$ cat src/rtl/mux_arb_pkg.sv
// mux_arb_pkg: shared types and width helper for the registered arbitrating mux
package mux_arb_pkg;
  typedef enum logic {MODE_SEL, MODE_RR} mode_e;
  localparam int DEF_WIDTH = 5;
  typedef logic [DEF_WIDTH-1:0] word_t;
  function automatic int sel_width(input int n);
    return $clog2(n);
  endfunction
endpackage

$ cat src/rtl/mux_arb_reg_rr_pick.sv
// rr_pick: first valid channel after ptr, searching with wrap-around
module rr_pick #(
  parameter int N = 4,
  parameter int SW = 2
) (
  input  logic [N-1:0]  valid,
  input  logic [SW-1:0] ptr,
  output logic [SW-1:0] idx,
  output logic          found
);
  // scan farthest-first so the nearest valid channel after ptr wins
  always_comb begin
    idx = '0;
    found = 1'b0;
    for (int k = N; k >= 1; k--) begin
      if (valid[(int'(ptr) + k) % N]) begin
        idx = SW'((int'(ptr) + k) % N);
        found = 1'b1;
      end
    end
  end
endmodule

$ cat src/rtl/mux_arb_reg.sv
// mux_arb_reg: N-input registered mux with valid/ready and optional round-robin
module mux_arb_reg
  import mux_arb_pkg::*;
#(
  parameter int WIDTH = 5,
  parameter int N = 4,
  parameter int RR_MODE = 0,
  parameter int SW = sel_width(N)
) (
  input  logic               clk,
  input  logic               rst,
  input  logic [N-1:0]       in_valid,
  input  logic [N*WIDTH-1:0] in_data,
  output logic [N-1:0]       in_ready,
  input  logic [SW-1:0]      sel,
  output logic               out_valid,
  output logic [WIDTH-1:0]   out_data,
  output logic [SW-1:0]      out_src,
  input  logic               out_ready
);
  localparam mode_e MODE = (RR_MODE != 0) ? MODE_RR : MODE_SEL;
  localparam int NS = 1 << SW;
  logic can_load, gnt_ok, load;
  logic [SW-1:0] gnt;
  logic [WIDTH-1:0] pick;
  assign can_load = !out_valid || out_ready;
  assign load = gnt_ok && can_load;
  assign in_ready = (load && !rst) ? N'(1) << gnt : '0;
  assign pick = gnt_ok ? in_data[int'(gnt)*WIDTH +: WIDTH] : '0;
  generate
    if (MODE == MODE_RR) begin : g_rr
      logic [SW-1:0] ptr;
      rr_pick #(.N(N), .SW(SW)) u_pick (
        .valid(in_valid),
        .ptr(ptr),
        .idx(gnt),
        .found(gnt_ok)
      );
      // pointer follows the last channel that actually transferred
      always_ff @(posedge clk or posedge rst)
        if (rst) ptr <= SW'(N - 1);
        else if (load) ptr <= gnt;
    end else begin : g_sel
      logic [NS-1:0] valid_ext;
      assign valid_ext = NS'(in_valid);
      assign gnt = sel;
      assign gnt_ok = valid_ext[sel];
    end
  endgenerate
  // output register: load wins over drain, drain keeps data and source
  always_ff @(posedge clk or posedge rst)
    if (rst) begin
      out_valid <= 1'b0;
      out_data <= '0;
      out_src <= '0;
    end else if (load) begin
      out_valid <= 1'b1;
      out_data <= pick;
      out_src <= gnt;
    end else if (out_ready) out_valid <= 1'b0;
endmodule

$ cat config.mk
export PLATFORM = sky130hd
export DESIGN_NAME = mux_arb_reg
export DESIGN_NICKNAME = d
export VERILOG_FILES = /design/src/rtl/mux_arb_pkg.sv /design/src/rtl/mux_arb_reg_rr_pick.sv /design/src/rtl/mux_arb_reg.sv
export SDC_FILE = /design/constraint.sdc
export NUM_CORES = 1
export LEC_CHECK = 0
export ABC_AREA = 1
export CORE_MARGIN = 4
export CORE_UTILIZATION = 36
export CTS_CLUSTER_SIZE = 10
export DETAILED_ROUTE_END_ITERATION = 7
export PLACE_DENSITY = 0.81
export SYNTH_ARGS = -nofsm -noshare
export SYNTH_HDL_FRONTEND = slang
export SYNTH_SLANG_ARGS = --single-unit
$ cat constraint.sdc
create_clock -name clk -period 1.25 [get_ports clk]
set_clock_uncertainty 0.15 [all_clocks]
set_input_delay 0.1875 -clock clk [delete_from_list [all_inputs] [get_ports clk]]
set_output_delay 0.1875 -clock clk [all_outputs]
set_load 0.1 [all_outputs]
==> flow_summary.ini, run 1 <==
[outcome]
outcome = finished, violations left
violations = setup timing

[cells_and_area]
seq_area_um2 = 213
stdcell_area_mm2 = 0.00135
drive_gt1_share_pct = 40.0
finish.utilization_pct = 77.3
final_cells = 180
fin_nets = 186
layout-area-overhead-vs-synth_pct = 99.6
num_antenna_cells = 0
fillerInstances = 137
multiInputGateArea_um2 = 445

[power_and_ir_drop]
powerDensity_mw_per_mm2 = 1200
peakVddDrop_mv = 1.03
p_leak_nw = 0.664

[setup_path]
path_cells = nand2_8, nand3_4, nor2_4, buf_12
arrival_ns = 1.27
crit_cells = 4
worst_path_max_delay_cell = dfrtp_4
crit_type = reg2out
path_buf_inv = 1
critPathMaxStageDelay_ns = 0.50
reg2reg_slack_ns = 0.03
cp.required_ns = 0.91
critPathLaunchType = flop
critPathTopFamily = flip-flops
critPathCaptureType = primary output
reg2reg_depth = 5
crit_path_max_fanout = 4

[clock_network]
clock_sinks = 8
holdBufCountCts = 0
clock_path_buffers = 2
cts_tree = built
cts-root-buf = clkbuf_4
path_clk_slew_ns = 0.06
clk-insertion-delay-late_ns = 0.25
cts_made_buffers = 3
htreeDepth = 1

[detailed_routing]
drt-met1-wl_um = 710
first_pass_iters = 5
wl_met3_um = 124
dr.first_iter.drc_count = 13
via_per_inst = 4.62
drc = 0
highest_layer = met3
wl_met2_um = 1140
antenna_left = 0
wl_um = 1970
vias = 832
wl_per_cell_um = 11.0

[timing]
fin_crit_sh_pct = 129
hold_violations = 0
worstMarginPinSlew_ns = 0.210
relSlewSlack_pct = 86.0
setup_viol = 5
whs_ns = 0.157
post-route-min-period_ns = 1.61
fin_ws_ns = -0.362
rsz0062_at_grt = true
max_freq_mhz = 620
slew_viol_final = 0

[run]
cap_violations = 0

[global_routing]
grt-ovfl-total = 0
grt_pass1_wl_um = 3220
grt_max_degree = 10
grt_usage_pct = 16.0
antenna_found_initial = 0
grt_pass1_vias = 824

[logic_synthesis]
yosys_register_bits = 8
syn_nets = 132
syn_avg_cell_area_um2 = 6.56
yosysSeqAreaShare_pct = 29.6
ys_types = 13
netlist_area_um2 = 676
yosysWarningCount = 0
netlist_instances = 103

[placement]
portBuffers = 40
place_ws_ns = -0.691
placed_area_mm2 = 0.00132
gp_congestion = 0.799
dp.cells = 176
hpwl_um = 1780

[die]
start_util_pct = 38.7
core_area_mm2 = 0.00175
rows = 15
io_pins = 41
dieArea_mm2 = 0.00263
die_w_um = 51.3
chipHeight_um = 51.3

[worst_hold_path]
holdCritPathClass = in2async
## cell type report
class	instances	share of cell area [%]
inverter	4	1.67
sequential	8	15.8
tap	25	2.32
multi-input combinational	87	33.0
clock buffer	3	1.67
timing repair buffer	53	45.5
## what timing repair did
action	in CTS	in global routing
buffers inserted	0	1
gates cloned	0	0
endpoints found under the setup margin	13	12
pin swaps	6	0
resized for setup	11	2
## cells in the final DEF, fill, tap and decap left out
cell,synthesis,final
nand2_1,59,58
buf_2,0,1
nand3_1,7,7
nand2_4,2,2
buf_4,1,11
buf_6,2,2
nand2_8,0,1
dfrtp_4,0,1
inv_8,1,1
dfrtp_2,0,7
dlygate4sd2_1,0,5
clkdlybuf4s50_1,0,22
buf_12,0,12
nand2_2,14,14
nor2_4,0,4
nand3_4,1,1
clkbuf_4,0,3
inv_1,2,1
inv_2,1,2
## metal layers
metal,vias up,track usage (%)
met5,-,0
met4,0,3.06
met3,0,4.66
met2,32,33.3
met1,383,15.0
li1,417,-
## state kept, by name, indices dropped and copies added (netlist names)
register   flops
out_data       5
out_src        2
out_valid      1
## power breakdown
group	total, mW	switching, mW	internal [mW]
Clock	0.197	0.0868	0.110
Combinational	1.03	0.629	0.401
Sequential	0.392	0.0643	0.327
Total	1.62	0.780	0.838
## synth_stat cells
master	number	area, µm²
nand2_2	14	87.6
nand3_4	1	17.5
nand2_4	2	22.5
inv_8	1	11.3
dfrtp_1	8	200
inv_2	1	3.75
nand2_1	59	221
buf_4	1	7.51
clkbuf_8	1	13.8
buf_6	2	22.5
nor2_2	4	25.0
inv_1	2	7.51
nand3_1	7	35.0
## tightest hold or removal path, stage by stage
cell and delay (ns):
clkdlybuf4s50_1 0.40, inv_1 0.12, buf_4 0.19
## logic make-up (layout without fill, tap and decap cells)
| logic type | after synthesis | in the layout | synth area share, % |
|---|---|---|---|
| buffers and inverters | 8 | 60 | 9.81 |
| DFF | 8 | 8 | 29.6 |
| and+or+nand+nor | 87 | 87 | 60.6 |
## worst paths after layout
path                              from     endpoint
min                                rst  out_data[2]
max                          out_valid  in_ready[0]
min reg2reg                out_data[3]  out_data[3]
max in group asynchronous          rst    out_valid
min in group clk                sel[0]   out_src[0]
max reg2reg                  out_valid  out_data[0]
## through the flow
stage / power [mW] / TNS, ns
2_1_floorplan: 0.982 / -1.97
3_3_place_gp: 1.40 / -6.06
3_5_place_dp: 1.43 / -6.65
4_1_cts: 1.62 / -1.64
5_1_grt: 1.68 / -1.90
6_report: 1.62 / -1.67
(Power assumes the default switching activity.)
==> run 2, diff against run 1 <==
Settings changed: CORE_MARGIN 4 to 5, CTS_CLUSTER_SIZE 10 to not set.
==> run 2 against run 1 <==
  * Routed wire length increased by 14%
  * Sequential power barely moved
  * Design area is the same
  * Sequential cell count is the same
  * Utilization is 0.82 points lower
  * Power is 0.46% higher
  * Register-to-register slack about the same
  * The run still ends with setup timing left
  * Clock power barely moved
  * Critical path depth stayed put
==> flow_summary.ini, run 2 (synthesis gave the netlist of run 1 again) <==
[setup_path]
arrival_ns = 1.30
critPathLaunchType = flop
crit_type = reg2out
cp.required_ns = 0.91
critPathCaptureType = primary output
crit_path_max_fanout = 4
reg2reg_slack_ns = 0.02
reg2reg_depth = 5
timing.rr.end = out_data[4]
r2r-start = out_valid

[run]
cap_violations = 0

[clock_network]
cts_tree = built
path_clk_slew_ns = 0.06
clk-insertion-delay-late_ns = 0.25
htreeDepth = 1
cts-root-buf = clkbuf_4
cts_made_buffers = 3
holdBufCountCts = 0
clock_sinks = 8
clock_path_buffers = 2

[timing]
worstMarginPinSlew_ns = 0.183
fin_ws_ns = -0.388
setup_viol = 5
post-route-min-period_ns = 1.64
setup_tns_ns = -1.73
slew_viol_final = 0
max_freq_mhz = 610
hold_violations = 0
relSlewSlack_pct = 87.8
fin_crit_sh_pct = 131
rsz0062_at_grt = true

[placement]
dp.cells = 176
gp_congestion = 0.752
portBuffers = 40
hpwl_um = 1900
place_ws_ns = -0.698

[die]
rows = 15
core_area_mm2 = 0.00176
start_util_pct = 38.3
dieArea_mm2 = 0.00284
io_pins = 41
die_w_um = 53.3
chipHeight_um = 53.3

[global_routing]
grt_pass1_vias = 885
grt-ovfl-total = 0
grt_pass1_wl_um = 3680
grt_max_degree = 10
grt_usage_pct = 18.0
antenna_found_initial = 0

[cells_and_area]
finish.utilization_pct = 76.5
seq_area_um2 = 213
num_antenna_cells = 0
layout_commonest_cell = nand2_1
reg_top3 = out_data x5, out_src x2, out_valid x1
multiInputGateArea_um2 = 445
largest_reg_flops = 5
mostFrequentLayoutCells = nand2_1, clkdlybuf4s50_1, nand2_2
drive_gt1_share_pct = 39.4
fin_nets = 186
final_cells = 180
regMostFlops = out_data
layout-area-overhead-vs-synth_pct = 99.6
fillerInstances = 131

[power_and_ir_drop]
total_power_mw = 1.63
peakVddDrop_mv = 1.23
powerDensity_mw_per_mm2 = 1200
p_leak_nw = 0.665

[detailed_routing]
dr.first_iter.drc_count = 8
vias = 849
drc = 0
via_per_inst = 4.72
wl_per_cell_um = 12.5
wl_um = 2250
wl_met2_um = 1260
highest_layer = met4
wl_met3_um = 124
drt-met1-wl_um = 790
antenna_left = 0
first_pass_iters = 4

[outcome]
outcome = finished, violations left
violations = setup timing

[worst_hold_path]
holdCritPathClass = in2async
-- run 2: changes by cell type in the layout (fill, tap and decap cells not counted) --
cell	change
inv_1	+1
inv_2	-1
-- run 2: worst max-delay path: stages (launching register included) --
cell and delay [ns]:
dfrtp_4 0.51, nand2_8 0.07, nand3_4 0.12, nor2_4 0.16
buf_12 0.18
-- run 2: timing repair --
item                                   CTS  global route
setup endpoints to repair               13            12
endpoints found under the hold margin    0             0
resized for setup                       11             1
gates cloned                             0             0
setup buffers                            2             1
pin swaps                               10             4
-- run 2: worst max path at each step --
stage,startpoint,endpoint,slack (ns),depth (start not counted)
after global routing,out_valid,in_ready[0],-0.45,4
final,out_valid,in_ready[0],-0.39,4
after detailed placement,sel[0],in_ready[0],-0.70,10
after global placement,sel[0],in_ready[0],-0.64,10
after floorplan,out_valid,in_ready[0],-0.51,3
after CTS,out_valid,in_ready[1],-0.42,4
-- run 2: final cells by class --
class                      count  share of cell area [%]
tap                           25                    2.32
sequential                     8                    15.8
timing repair buffer          53                    45.5
clock buffer                   3                    1.67
multi-input combinational     87                    33.0
inverter                       4                    1.67
-- run 2: through the flow --
stage | area [µm²] | hold WS [ns]
floorplan | 722 | -0.117
global route | 1350 | 0.171
detailed placement | 1320 | 0.362
global placement | 1320 | 0.351
CTS | 1360 | 0.143
finish | 1350 | 0.161
-- run 2: where the power goes --
group	switching, mW	internal [mW]
Clock	0.0846	0.110
Sequential	0.0634	0.327
Combinational	0.639	0.401
Total	0.787	0.838
-- run 2: per-layer routing --
metal	up-vias	GRT usage (%)
li1	415	-
met1	389	17.4
met2	37	35.5
met3	8	4.51
met4	0	6.38
met5	-	0
==> run 3, diff against run 2 <==
Settings changed: CTS_CLUSTER_DIAMETER set to 30.
==> results of run 3 <==
Same layout as run 2: the final DEF is identical, and so are final timing and power.
